==> config.mk <==
export PLATFORM = sky130hd
export DESIGN_NAME = vedic_8x8_seq
export DESIGN_NICKNAME = d
export VERILOG_FILES = /design/src/rtl/vedic_pkg.sv /design/src/rtl/vedic_pp_sel.sv /design/src/rtl/vedic_8x8_seq.sv
export SDC_FILE = /design/constraint.sdc
export NUM_CORES = 1
export LEC_CHECK = 0
export CORE_MARGIN = 4
export CORE_UTILIZATION = 25
export CTS_BUF_LIST = sky130_fd_sc_hd__clkbuf_8
export DETAILED_ROUTE_END_ITERATION = 16
export DONT_BUFFER_PORTS = 1
export SLEW_MARGIN = 20
export SYNTH_ARGS = -nofsm -noshare
export SYNTH_HDL_FRONTEND = slang
export SYNTH_SLANG_ARGS = --single-unit
==> constraint.sdc <==
create_clock -name clk -period 4.2 [get_ports clk]
set_clock_uncertainty 0.2 [all_clocks]
set_input_delay 0.21 -clock clk [delete_from_list [all_inputs] [get_ports clk]]
set_output_delay 0.21 -clock clk [all_outputs]
set_load 0.005 [all_outputs]
==> src/rtl/vedic_pkg.sv <==
// Shared constants and types for the sequential 8x8 multiplier built around an external 4x4 core.
package vedic_pkg;

  localparam int unsigned IN_W   = 8;
  localparam int unsigned LANE_W = 4;
  localparam int unsigned RES_W  = 2 * IN_W;
  localparam int unsigned NUM_PP = 4;

  typedef enum logic [1:0] {
    StIdle,
    StMul,
    StDone
  } state_e;

  typedef logic [1:0] step_t;

  localparam step_t LAST_STEP = step_t'(NUM_PP - 1);

  // Partial-product shift per step, in units of LANE_W: lo*lo, hi*lo, lo*hi, hi*hi
  localparam int unsigned PP_SHIFT [NUM_PP] = '{0, 1, 1, 2};

endpackage

==> src/rtl/vedic_pp_sel.sv <==
// Maps the current step and latched operands onto the 4x4 core lanes and the product shift.
module vedic_pp_sel #(
  parameter int unsigned IN_W    = vedic_pkg::IN_W,
  parameter int unsigned LANE_W  = vedic_pkg::LANE_W,
  parameter int unsigned SHIFT_W = $clog2(2 * LANE_W + 1)
) (
  input  logic                en,
  input  vedic_pkg::step_t    step,
  input  logic [IN_W-1:0]     a,
  input  logic [IN_W-1:0]     b,
  output logic [LANE_W-1:0]   mul_a,
  output logic [LANE_W-1:0]   mul_b,
  output logic [SHIFT_W-1:0]  shift
);
  import vedic_pkg::*;

  logic [LANE_W-1:0] a_lo, a_hi, b_lo, b_hi;

  assign a_lo = a[LANE_W-1:0];
  assign a_hi = a[IN_W-1:LANE_W];
  assign b_lo = b[LANE_W-1:0];
  assign b_hi = b[IN_W-1:LANE_W];

  // Lanes are forced to zero outside MUL so the core sees a quiet bus.
  always_comb begin
    mul_a = '0;
    mul_b = '0;
    shift = '0;
    if (en) begin
      unique case (step)
        2'd0: begin mul_a = a_lo; mul_b = b_lo; end
        2'd1: begin mul_a = a_hi; mul_b = b_lo; end
        2'd2: begin mul_a = a_lo; mul_b = b_hi; end
        2'd3: begin mul_a = a_hi; mul_b = b_hi; end
      endcase
      shift = SHIFT_W'(PP_SHIFT[step] * LANE_W);
    end
  end

endmodule

==> src/rtl/vedic_8x8_seq.sv <==
// Sequential 8x8 unsigned multiplier driving an external 4x4 core, one partial product per cycle.
// Optional running multiply-accumulate with sticky overflow when VEDIC_SEQ_MAC_EN is defined.
module vedic_8x8_seq #(
  parameter int unsigned IN_W   = vedic_pkg::IN_W,
  parameter int unsigned LANE_W = vedic_pkg::LANE_W,
  parameter int unsigned RES_W  = vedic_pkg::RES_W
) (
  input  logic                  clk,
  input  logic                  rst,
  input  logic                  in_valid,
  output logic                  in_ready,
  input  logic [IN_W-1:0]       in_a,
  input  logic [IN_W-1:0]       in_b,
  output logic [LANE_W-1:0]     mul_a,
  output logic [LANE_W-1:0]     mul_b,
  input  logic [2*LANE_W-1:0]   mul_p,
  output logic                  out_valid,
  input  logic                  out_ready,
  output logic [RES_W-1:0]      out_prod,
  output logic                  busy
`ifdef VEDIC_SEQ_MAC_EN
  ,
  input  logic                  in_clear,
  output logic                  ovf
`endif
);
  import vedic_pkg::*;

  localparam int unsigned SHIFT_W = $clog2(2 * LANE_W + 1);

  state_e             state_q, state_d;
  step_t              step_q;
  logic [IN_W-1:0]    a_q, b_q;
  logic [RES_W-1:0]   acc_q, out_prod_q;
  logic [RES_W-1:0]   acc_init;
  logic [SHIFT_W-1:0] pp_shift;
  logic [RES_W-1:0]   pp_ext;
  logic [RES_W:0]     sum;
  logic               accept;
  logic               last_pp;

  always_ff @(posedge clk) begin
    if (rst) begin
      state_q <= StIdle;
    end else begin
      state_q <= state_d;
    end
  end

  always_comb begin
    state_d = state_q;
    unique case (state_q)
      StIdle: if (accept) state_d = StMul;
      StMul:  if (last_pp) state_d = StDone;
      StDone: begin
        if (accept) begin
          state_d = StMul;
        end else if (out_ready) begin
          state_d = StIdle;
        end
      end
      default: state_d = StIdle;
    endcase
  end

  always_comb begin
    in_ready  = (state_q == StIdle) || ((state_q == StDone) && out_ready);
    busy      = (state_q == StMul);
    out_valid = (state_q == StDone);
  end

  assign accept  = in_valid && in_ready;
  assign last_pp = busy && (step_q == LAST_STEP);

  vedic_pp_sel #(
    .IN_W    (IN_W),
    .LANE_W  (LANE_W),
    .SHIFT_W (SHIFT_W)
  ) u_pp_sel (
    .en    (busy),
    .step  (step_q),
    .a     (a_q),
    .b     (b_q),
    .mul_a (mul_a),
    .mul_b (mul_b),
    .shift (pp_shift)
  );

  assign pp_ext = {{(RES_W - 2 * LANE_W){1'b0}}, mul_p} << pp_shift;
  assign sum    = {1'b0, acc_q} + {1'b0, pp_ext};

`ifdef VEDIC_SEQ_MAC_EN
  logic ovf_q;

  assign acc_init = in_clear ? '0 : out_prod_q;

  always_ff @(posedge clk) begin
    if (rst) begin
      ovf_q <= 1'b0;
    end else if (accept && in_clear) begin
      ovf_q <= 1'b0;
    end else if (busy && sum[RES_W]) begin
      ovf_q <= 1'b1;
    end
  end

  assign ovf = ovf_q;
`else
  logic unused_carry;

  assign acc_init     = '0;
  assign unused_carry = sum[RES_W];
`endif

  always_ff @(posedge clk) begin
    if (rst) begin
      step_q     <= '0;
      a_q        <= '0;
      b_q        <= '0;
      acc_q      <= '0;
      out_prod_q <= '0;
    end else if (accept) begin
      a_q    <= in_a;
      b_q    <= in_b;
      step_q <= '0;
      acc_q  <= acc_init;
    end else if (busy) begin
      acc_q  <= sum[RES_W-1:0];
      step_q <= step_q + 2'd1;
      if (last_pp) begin
        out_prod_q <= sum[RES_W-1:0];
      end
    end
  end

  assign out_prod = out_prod_q;

endmodule

Word level (Yosys, flattened, before mapping)
Index checks and enable logic that the tools add are counted.

storage, ports and cells
  bits of input ports = 28
  word-level logic and storage cells = 46
  output and inout bits = 27
  bits in registers = 52

operators by class
  equal/unequal tests = 8
  shift operators = 1
  magnitude comparators = 1
  reductions and logical operators = 13
  add/subtract/negate cells = 2
  bitwise gates (word level) = 2
  mux-type cells = 13

operators with widths
  kind                                                                      number
  32-bit binary-select mux with 2-bit select                                1
  16-bit adder                                                              1
  4-bit case mux with 2 select lines                                        2
  8-bit by 4-bit left shift with 16-bit output                              1
  2-bit two-way mux                                                         6
  4-bit two-way mux                                                         3
  2-bit OR reduction                                                        5
  2-bit equality test (second input constant)                               3
  2-bit case mux with 3 select lines                                        1
  3-bit AND reduction                                                       2
  2-bit by 1-bit equality test with 1-bit output (second input constant)    2
  2-bit logical NOT                                                         2
  3-bit greater-or-equal comparator (second input constant)                 1
  1-bit logical AND                                                         3
  3-bit by 1-bit inequality test with 1-bit output (second input constant)  1
  2-bit inverter with 3-bit output                                          1
  2-bit by 1-bit adder with 2-bit output (second input constant)            1
  2-bit by 1-bit inequality test with 1-bit output (second input constant)  1
  2-bit inequality test (second input constant)                             1
  1-bit logical OR                                                          1
  1-bit inverter                                                            1

Logic depth before layout (Yosys ltp)
Gate-level depths: netlist of the first run.

  depth after elaboration = 7
  depth in mapped cells = 14
  depth with buffers taken out = 12

Cells and area by module
Synthesis of the first run repeated with hierarchy kept, for this count alone.

unflattened totals
  cell total of the unflattened synthesis = 443
  area, all modules = 3412.0 um2

by module, submodules not included
  module         cells an instance  times used  sequential area each (um2)  area each (um2)
  vedic_8x8_seq  404                1           1041.0                      3161.8
  vedic_pp_sel   39                 1           0.0                         250.2

Worst setup path before layout of the first run
OpenSTA, ideal clock, no wires.

  path kind = register to register
  start point = reg step_q[0]
  end point = reg acc_q[12]
  path buffers = 1
  setup time = 0.132 ns
  arrival time = 3.176 ns
  clock period less this slack = 3.508 ns
  data required time = 3.868 ns
  path slack = 0.692 ns
  cell stages (with the launch flop) = 14
  cells stage by stage = dfxtp_1 -> inv_1 -> ha_1 -> or3b_1 -> buf_6 -> and3_1 -> ha_1 -> fa_1 -> a21o_2 -> a221oi_2 -> o22ai_1 -> or3_1 -> nand3_1 -> a21oi_1

between the ends
  word-level cells in the longest chain between the ends = 7

ends and longest elaborated chain
  element                                                 line                  RTL
  start: declaration                                      vedic_8x8_seq.sv:32   step_t step_q;
  start signal: assignment                                vedic_8x8_seq.sv:129  step_q <= step_q + 2'd1;
  2-bit inverter with 3-bit output (implied by the code)  vedic_pp_sel.sv:36    shift = SHIFT_W'(PP_SHIFT[step] * LANE_W);
  32-bit binary-select mux with 2-bit select              vedic_pp_sel.sv:36
  2-bit two-way mux (implied by the code) (2 in a row)    vedic_pp_sel.sv:36
  4-bit two-way mux                                       vedic_pp_sel.sv:29    if (en) begin
  8-bit by 4-bit left shift with 16-bit output            vedic_8x8_seq.sv:89   assign pp_ext = {{(RES_W - 2 * LANE_W){1'b0}}, mul_p} << pp_shift;
  16-bit adder                                            vedic_8x8_seq.sv:90   assign sum = {1'b0, acc_q} + {1'b0, pp_ext};
  end signal: assignment                                  vedic_8x8_seq.sv:126  acc_q <= acc_init;
  end signal: assignment                                  vedic_8x8_seq.sv:128  acc_q <= sum[RES_W-1:0];
  end: declaration                                        vedic_8x8_seq.sv:34   logic [RES_W-1:0] acc_q, out_prod_q;

No other way between the ends. The select of a mux whose other input is x is not followed.
A chain may end at the register's enable or synchronous reset.

Worst setup path after layout of the first run
  start point = reg step_q[0]
  end point = reg out_prod_q[13] (netlist: out_prod[13])

between the ends
  word-level cells in the longest chain between the ends = 7
  elaborated cells between the ends (all ways) = 10
  classes of those cells = 1 x add/sub; 1 x eq/ne; 1 x shift; 4 x mux; 1 x bitwise; 2 x reduce/logical

ends and longest elaborated chain
  element                                                 line                  RTL
  2-bit inverter with 3-bit output (implied by the code)  vedic_pp_sel.sv:36
  32-bit binary-select mux with 2-bit select              vedic_pp_sel.sv:36
  2-bit two-way mux (implied by the code) (2 in a row)    vedic_pp_sel.sv:36
  4-bit two-way mux                                       vedic_pp_sel.sv:29
  8-bit by 4-bit left shift with 16-bit output            vedic_8x8_seq.sv:89
  16-bit adder                                            vedic_8x8_seq.sv:90
  end signal: assignment                                  vedic_8x8_seq.sv:131  out_prod_q <= sum[RES_W-1:0];
  end: declaration                                        vedic_8x8_seq.sv:34

Several ways; a longest one is shown, not always the timed one. The select of a mux whose other input is x is not followed.

==> impl_metrics.json, run 1 <==
{
  "status": "finished clean",
  "grt_pass1_vias": 2533,
  "crit_path_end_kind": "flip-flop",
  "syn_avg_cell_area_sq_um": 7.661,
  "synthMostInstantiatedCell": "nand2_1",
  "setup-tns-final_ps": 0,
  "vdd_drop_max_uv": 230.5,
  "port_buffers": 0,
  "num_io_pins": 55,
  "synthArstFlopShare": 0,
  "crit_path_max_fanout": 9,
  "setup_viol": 0,
  "synthFlopType": "dfxtp_1",
  "wl_per_cell_um": 15.31,
  "holdWs_ps": 57.14,
  "root_buffer": "clkbuf_8",
  "drive_gt1_frac": 0.08101,
  "dieArea_sq_mm": 0.01353,
  "cts_buffer_depth": 2,
  "wl_um": 8236,
  "die_width_um": 116.3,
  "fmax_mhz": 255.2,
  "synthDominantCellAreaShare": 0.3548,
  "ys_seq_area_frac": 0.3548,
  "startpoint_type": "flip-flop",
  "yosysTopAreaCell": "dfxtp_1",
  "die_y_um": 116.3,
  "synth_area_leaders": "dfxtp_1 (35%), nand2_1 (13%), a21oi_1 (11%)",
  "final_net_count": 441,
  "avgViaCountPerCell": 4.924,
  "hold_path_class": "in -> reg",
  "antenna_found_initial": 0,
  "met1_usage": 0.1509,
  "start_util": 0.2559,
  "finalCriticalPeriod_ps": 3919,
  "synth-seq-cells": 52,
  "clk_pin_slew_ps": 100,
  "maxSlewHeadroom": 0.4750,
  "postLayoutCoreUtil": 0.2946,
  "syn_area_sq_mm": 0.002934,
  "p_leak_nw": 1.312,
  "critical_path_class": "reg -> reg",
  "period_share": 0.9330,
  "ant_nets": 0,
  "grt_overflow": 0,
  "busiest_layer": "met2",
  "hold_viol_final": 0,
  "min_path_cells": 4,
  "coreArea_sq_mm": 0.01147,
  "worst_pin_slew_ps": 784.9,
  "cts_tree": "done",
  "cts-htree-levels": 2,
  "slowest_delay_ps": 550,
  "drc": 0,
  "cts_buffers": 5,
  "synthCells": 383,
  "synth_cell_types": 49,
  "path_cells": "inv_1 -> ha_1 -> or3b_4 -> mux2i_1 -> nor2_1 -> ha_1 -> a21oi_1 -> o211ai_1 -> a21bo_2 -> or3_1 -> nand3_1 -> a21oi_1 -> dlygate4sd3_1",
  "power_density_mw_per_mm2": 301.2,
  "met3_usage": 0.04611,
  "cp.arrival_ps": 3930,
  "reg2regPathDepth": 13,
  "ys_top_cells_by_count": "nand2_1 (98), a21oi_1 (64), dfxtp_1 (52), nor2_1 (22), o21ai_0 (19)",
  "maxCapViolations": 0,
  "critPathSlowestCell": "dlygate4sd3_1",
  "slew_viol_final": 0,
  "drt-pass1-iter-count": 4,
  "synth_warnings": 0,
  "hpwl_um": 6116,
  "antenna_cells": 0,
  "grtUsageMet2": 0.2044,
  "required_ps": 4210,
  "grt_pass1_wl_um": 13050,
  "area_delta_synth_final_pct": 15.14,
  "clkSinkCount": 52,
  "clk_latency_ps": 320,
  "grt_use_total": 0.1221,
  "num_vias": 2649,
  "synth_fp_nets": 430,
  "rsz0062_at_grt": "no",
  "fp-row-count": 39,
  "grt_max_degree": 39,
  "nFillCells": 1236,
  "place_congestion": 0.8646,
  "drt_iter0_drc": 148,
  "synth-edff-count": 0
}
## per-layer routing
layer | up-vias | wire length [um]
li1 | 1341 | -
met1 | 1230 | 3714
met2 | 73 | 3725
met3 | 5 | 746
met4 | 0 | 48
met5 | - | 0
## layout make-up
class / instances / area, sq um / area share
timing repair buffer: 26 / 255.2 / 0.07556
tap: 143 / 178.9 / 0.05296
sequential: 52 / 1041 / 0.3081
clock buffer: 5 / 68.82 / 0.02037
inverter: 7 / 26.28 / 0.007778
clock inverter: 3 / 42.54 / 0.01259
multi-input combinational: 302 / 1765 / 0.5226
## final timing paths
path | from | to | slack, ps
setup / recovery | step_q[0]$_SDFFE_PP0P_ | out_prod[13]$_SDFFE_PP0P_ | 280
hold / removal | in_valid | b_q[7]$_SDFFE_PP0P_ | 60
setup reg to reg | step_q[0]$_SDFFE_PP0P_ | out_prod[13]$_SDFFE_PP0P_ | 280
hold reg to reg | b_q[5]$_SDFFE_PP0P_ | b_q[5]$_SDFFE_PP0P_ | 260
## registers in the layout (all words and copies together) (netlist names)
name,cells
a_q,8
acc_q,16
b_q,8
out_prod,16
state_q,2
step_q,2
## kinds of logic (layout without fill, tap and decap cells)
group,Yosys count,in the layout,synth area share
compound gates,110,110,0.2294
xor+xnor,12,12,0.03582
fa+ha+maj,19,19,0.08358
buf+inv,29,41,0.04818
flops,52,52,0.3548
mux,5,5,0.01706
simple gates,156,156,0.2311
## stage by stage
step           total power, W  instances  cell area (sq um)  setup slack [ps]
6_report             0.001017        538               3378             281.3
5_1_grt              0.001077        538               3378             48.51
4_1_cts              0.001033        538               3364             97.28
3_5_place_dp        0.0006550        510               3043             482.8
3_3_place_gp        0.0006522        510               3043             564.5
2_1_floorplan       0.0006311        383               2934             691.8
## critical path: cells and delay by family, from the launching register on
kind                     cells  cell delay (ps)
AO/OA/AOI/OAI                4              710
adder cells (fa/ha/maj)      2              690
buffers and inverters        2              620
flip-flops                   1              410
multiplexers                 1              220
AND/OR/NAND/NOR              4             1000
## cells in the final DEF (no fill, tap or decap), types with 8 or more instances in the layout
cell and count:
dfxtp_1 52, xnor2_1 8, nand2_1 98, o21ai_0 19
nor2_1 21, a21oi_1 64, nand3_1 8, ha_1 18
dlygate4sd3_1 19
## power breakdown
part	internal, W	total, W	leakage, nW	switching [W]
Clock	0.000176	0.000350	0.0541	0.000174
Sequential	0.000509	0.000519	0.422	0.0000100
Combinational	0.0000571	0.000148	0.836	0.0000912
## what timing repair did
| action | CTS | global route |
|---|---|---|
| gates resized for setup | 0 | 3 |
| endpoints found under the hold margin | 37 | 0 |
| buffers inserted | 0 | 0 |
| setup endpoints to repair | 0 | 1 |
| hold buffers | 20 | 0 |
(Power assumes the default switching activity.)
==> run 2, diff against run 1 <==
--- a/config.mk
+++ b/config.mk
@@ -5,6 +5,7 @@
 export SDC_FILE = /design/constraint.sdc
 export NUM_CORES = 1
 export LEC_CHECK = 0
+export ABC_AREA = 1
 export CORE_MARGIN = 4
 export CORE_UTILIZATION = 25
 export CTS_BUF_LIST = sky130_fd_sc_hd__clkbuf_8
==> constraint.sdc (replaced) <==
create_clock -name clk -period 4.2 [get_ports clk]
set_clock_uncertainty 0.2 [all_clocks]
set_input_delay 0.42 -clock clk [delete_from_list [all_inputs] [get_ports clk]]
set_output_delay 0.42 -clock clk [all_outputs]
set_load 0.005 [all_outputs]
==> impl_metrics.json, run 2 <==
{
  "status": "finished clean",
  "place_congestion": 0.8972,
  "clkSinkCount": 52,
  "synth.area.mux_share": 0.009227,
  "maxCapViolations": 0,
  "fin_ws_ps": 871.8,
  "synth_area_leaders": "dfxtp_1 (32%), nand2_1 (15%), inv_1 (9.2%)",
  "avgViaCountPerCell": 4.599,
  "critPathBufInv": 4,
  "grt_pass1_wl_um": 14150,
  "synthCells": 495,
  "num_io_pins": 55,
  "synth_xor_area_frac": 0.01884,
  "drt-pass1-iter-count": 5,
  "synthMostInstantiatedCell": "nand2_1",
  "grt_max_degree": 29,
  "period_share": 0.7924,
  "antenna_cells": 0,
  "fp-row-count": 41,
  "drc": 0,
  "synth_cell_types": 34,
  "clk_latency_ps": 310,
  "setup_viol": 0,
  "synth-seq-cells": 52,
  "path_cells": "ha_1 -> inv_1 -> nor2_4 -> inv_2 -> o21ai_1 -> ha_1 -> nand2_1 -> inv_1 -> nand2_1 -> nand3_1 -> a21oi_1 -> nand2_1 -> nand2_1 -> nand3_1 -> nand2_1 -> inv_1",
  "cp.arrival_ps": 3350,
  "dieArea_sq_mm": 0.01491,
  "fmax_mhz": 300.5,
  "wl_um": 8566,
  "final_common_cell": "nand2_1",
  "slew_viol_final": 0,
  "coreArea_sq_mm": 0.01267,
  "drt_iter0_drc": 239,
  "synth_fa_ha_area_frac": 0.07536,
  "cts_buffers": 5,
  "cts_hold_buf": 1,
  "critPathSlowestCell": "nor2_4",
  "ys_top_cells_by_count": "nand2_1 (130), inv_1 (80), dfxtp_1 (52), a21oi_1 (46), nor2_1 (44)",
  "start_util": 0.2568,
  "cts_setup_buffers": 0,
  "area_delta_synth_final_pct": 6.959,
  "p_leak_nw": 1.720,
  "yosysTopAreaCell": "dfxtp_1",
  "die_y_um": 122.1,
  "synthDominantCellAreaShare": 0.3199,
  "synth_fp_nets": 542,
  "crit_path_max_fanout": 28,
  "synth_warnings": 0,
  "grt_use_total": 0.1190,
  "crit_path_end_kind": "flip-flop",
  "yosys.area_share.simple": 0.2957,
  "cts-htree-levels": 2,
  "dp_slack_ps": 890.4,
  "startpoint_type": "flip-flop",
  "ant_nets": 0,
  "required_ps": 4220,
  "synth_compound_area_frac": 0.1480,
  "synthFlopType": "dfxtp_1",
  "cts_resized": 0,
  "final_net_count": 535,
  "hold_path_class": "in -> reg",
  "cp_common_cell": "nand2_1",
  "worst_pin_slew_ps": 832.6,
  "synth-edff-count": 0,
  "syn_avg_cell_area_sq_um": 6.574,
  "final_cell_mix": "nand2_1 (130), inv_1 (81), dfxtp_1 (52), a21oi_1 (46), nor2_1 (44)",
  "setup-tns-final_ps": 0,
  "drive_gt1_frac": 0.03885,
  "power_density_mw_per_mm2": 301.5,
  "vdd_drop_max_uv": 163.0,
  "grt_pass1_vias": 2920,
  "root_buffer": "clkbuf_8",
  "holdWs_ps": 59.13,
  "synthArstFlopShare": 0,
  "antenna_found_initial": 0,
  "hpwl_um": 6620,
  "slowest_delay_ps": 540,
  "cp_top_family": "simple AND/OR/NAND/NOR gates",
  "cts_buffer_depth": 2,
  "grt_overflow": 0,
  "num_vias": 3040,
  "die_width_um": 122.1,
  "cts_tree": "done",
  "finalCriticalPeriod_ps": 3328,
  "clk_pin_slew_ps": 100,
  "critical_path_class": "reg -> reg",
  "port_buffers": 0,
  "wl_per_cell_um": 12.96,
  "ys_seq_area_frac": 0.3199,
  "hold_viol_final": 0,
  "rsz0062_at_grt": "no",
  "syn_area_sq_mm": 0.003254,
  "synth_top_family_by_area": "simple AND/OR/NAND/NOR gates",
  "maxSlewHeadroom": 0.4443
}
==> run 2: cell types whose count changed after synthesis, sizes merged, moves of 4 or more <==
| cell | change |
|---|---|
| a21oi | -18 |
| inv | +75 |
| nand3 | +33 |
| buf | +7 |
| a22o | -4 |
| nand2 | +35 |
| o21a | +8 |
| nor2 | +23 |
| and3 | -6 |
| clkbuf | -12 |
| a211oi | -5 |
==> run 2: path summary, 6_finish.rpt <==
path / from / endpoint / slack (ps) / depth (start not counted)
setup / recovery: step_q[0]$_SDFFE_PP0P_ / out_prod[13]$_SDFFE_PP0P_ / 870 / 16
setup reg to reg: step_q[0]$_SDFFE_PP0P_ / out_prod[13]$_SDFFE_PP0P_ / 870 / 16
hold reg to reg: b_q[2]$_SDFFE_PP0P_ / b_q[2]$_SDFFE_PP0P_ / 260 / 2
hold / removal: in_b[4] / b_q[4]$_SDFFE_PP0P_ / 60 / 2
==> run 2: layout make-up <==
class | count | area, sq um
clock buffers | 5 | 68.82
clock inverters | 3 | 42.54
fillers | 1414 | 9190
inverters | 82 | 307.8
multi-input cells | 344 | 1780
flip-flops and latches | 52 | 1041
well taps | 172 | 215.2
repair buffers | 3 | 25.02
==> run 2: worst register-to-register path, cell delays in order, from the launching register on <==
cell and delay (ps):
dfxtp_1 410, ha_1 210, inv_1 130, nor2_4 540, inv_2 270, o21ai_1 240
ha_1 320, nand2_1 180, inv_1 60, nand2_1 60, nand3_1 60, a21oi_1 190
nand2_1 90, nand2_1 90, nand3_1 70, nand2_1 90, inv_1 40
==> run 2: cell families after synthesis <==
kind of cell             Yosys count
adder cells (fa/ha/maj)           19
AO/OA/AOI/OAI                     86
flip-flops                        52
AND/OR/NAND/NOR                  229
XOR/XNOR                           7
multiplexers                       3
buffers and inverters             99
==> run 2: power by group <==
| part | switching (W) | leakage, nW | internal, W |
|---|---|---|---|
| registers | 0.0000124 | 0.424 | 0.000515 |
| logic | 0.000116 | 1.24 | 0.0000570 |
| clock network | 0.000172 | 0.0599 | 0.000178 |
| total | 0.000300 | 1.72 | 0.000749 |
==> run 2: metrics by stage <==
| step | instances | total power (W) | util | area (sq um) |
|---|---|---|---|---|
| 2_1_floorplan | 495 | 0.0006765 | - | 3254 |
| 3_3_place_gp | 652 | 0.0007038 | 0.2651 | 3359 |
| 3_5_place_dp | 652 | 0.0007072 | 0.2651 | 3359 |
| 4_1_cts | 661 | 0.001063 | 0.2747 | 3481 |
| 5_1_grt | 661 | 0.001106 | 0.2747 | 3481 |
| 6_report | 661 | 0.001050 | 0.2747 | 3481 |
==> run 2: per-layer routing <==
layer,up-vias,wire length [um],GRT usage
met2,99,3890,0.1965
met5,-,0,0
met4,0,116,0.03989
li1,1557,-,-
met1,1378,3921,0.1507
met3,6,637,0.03110
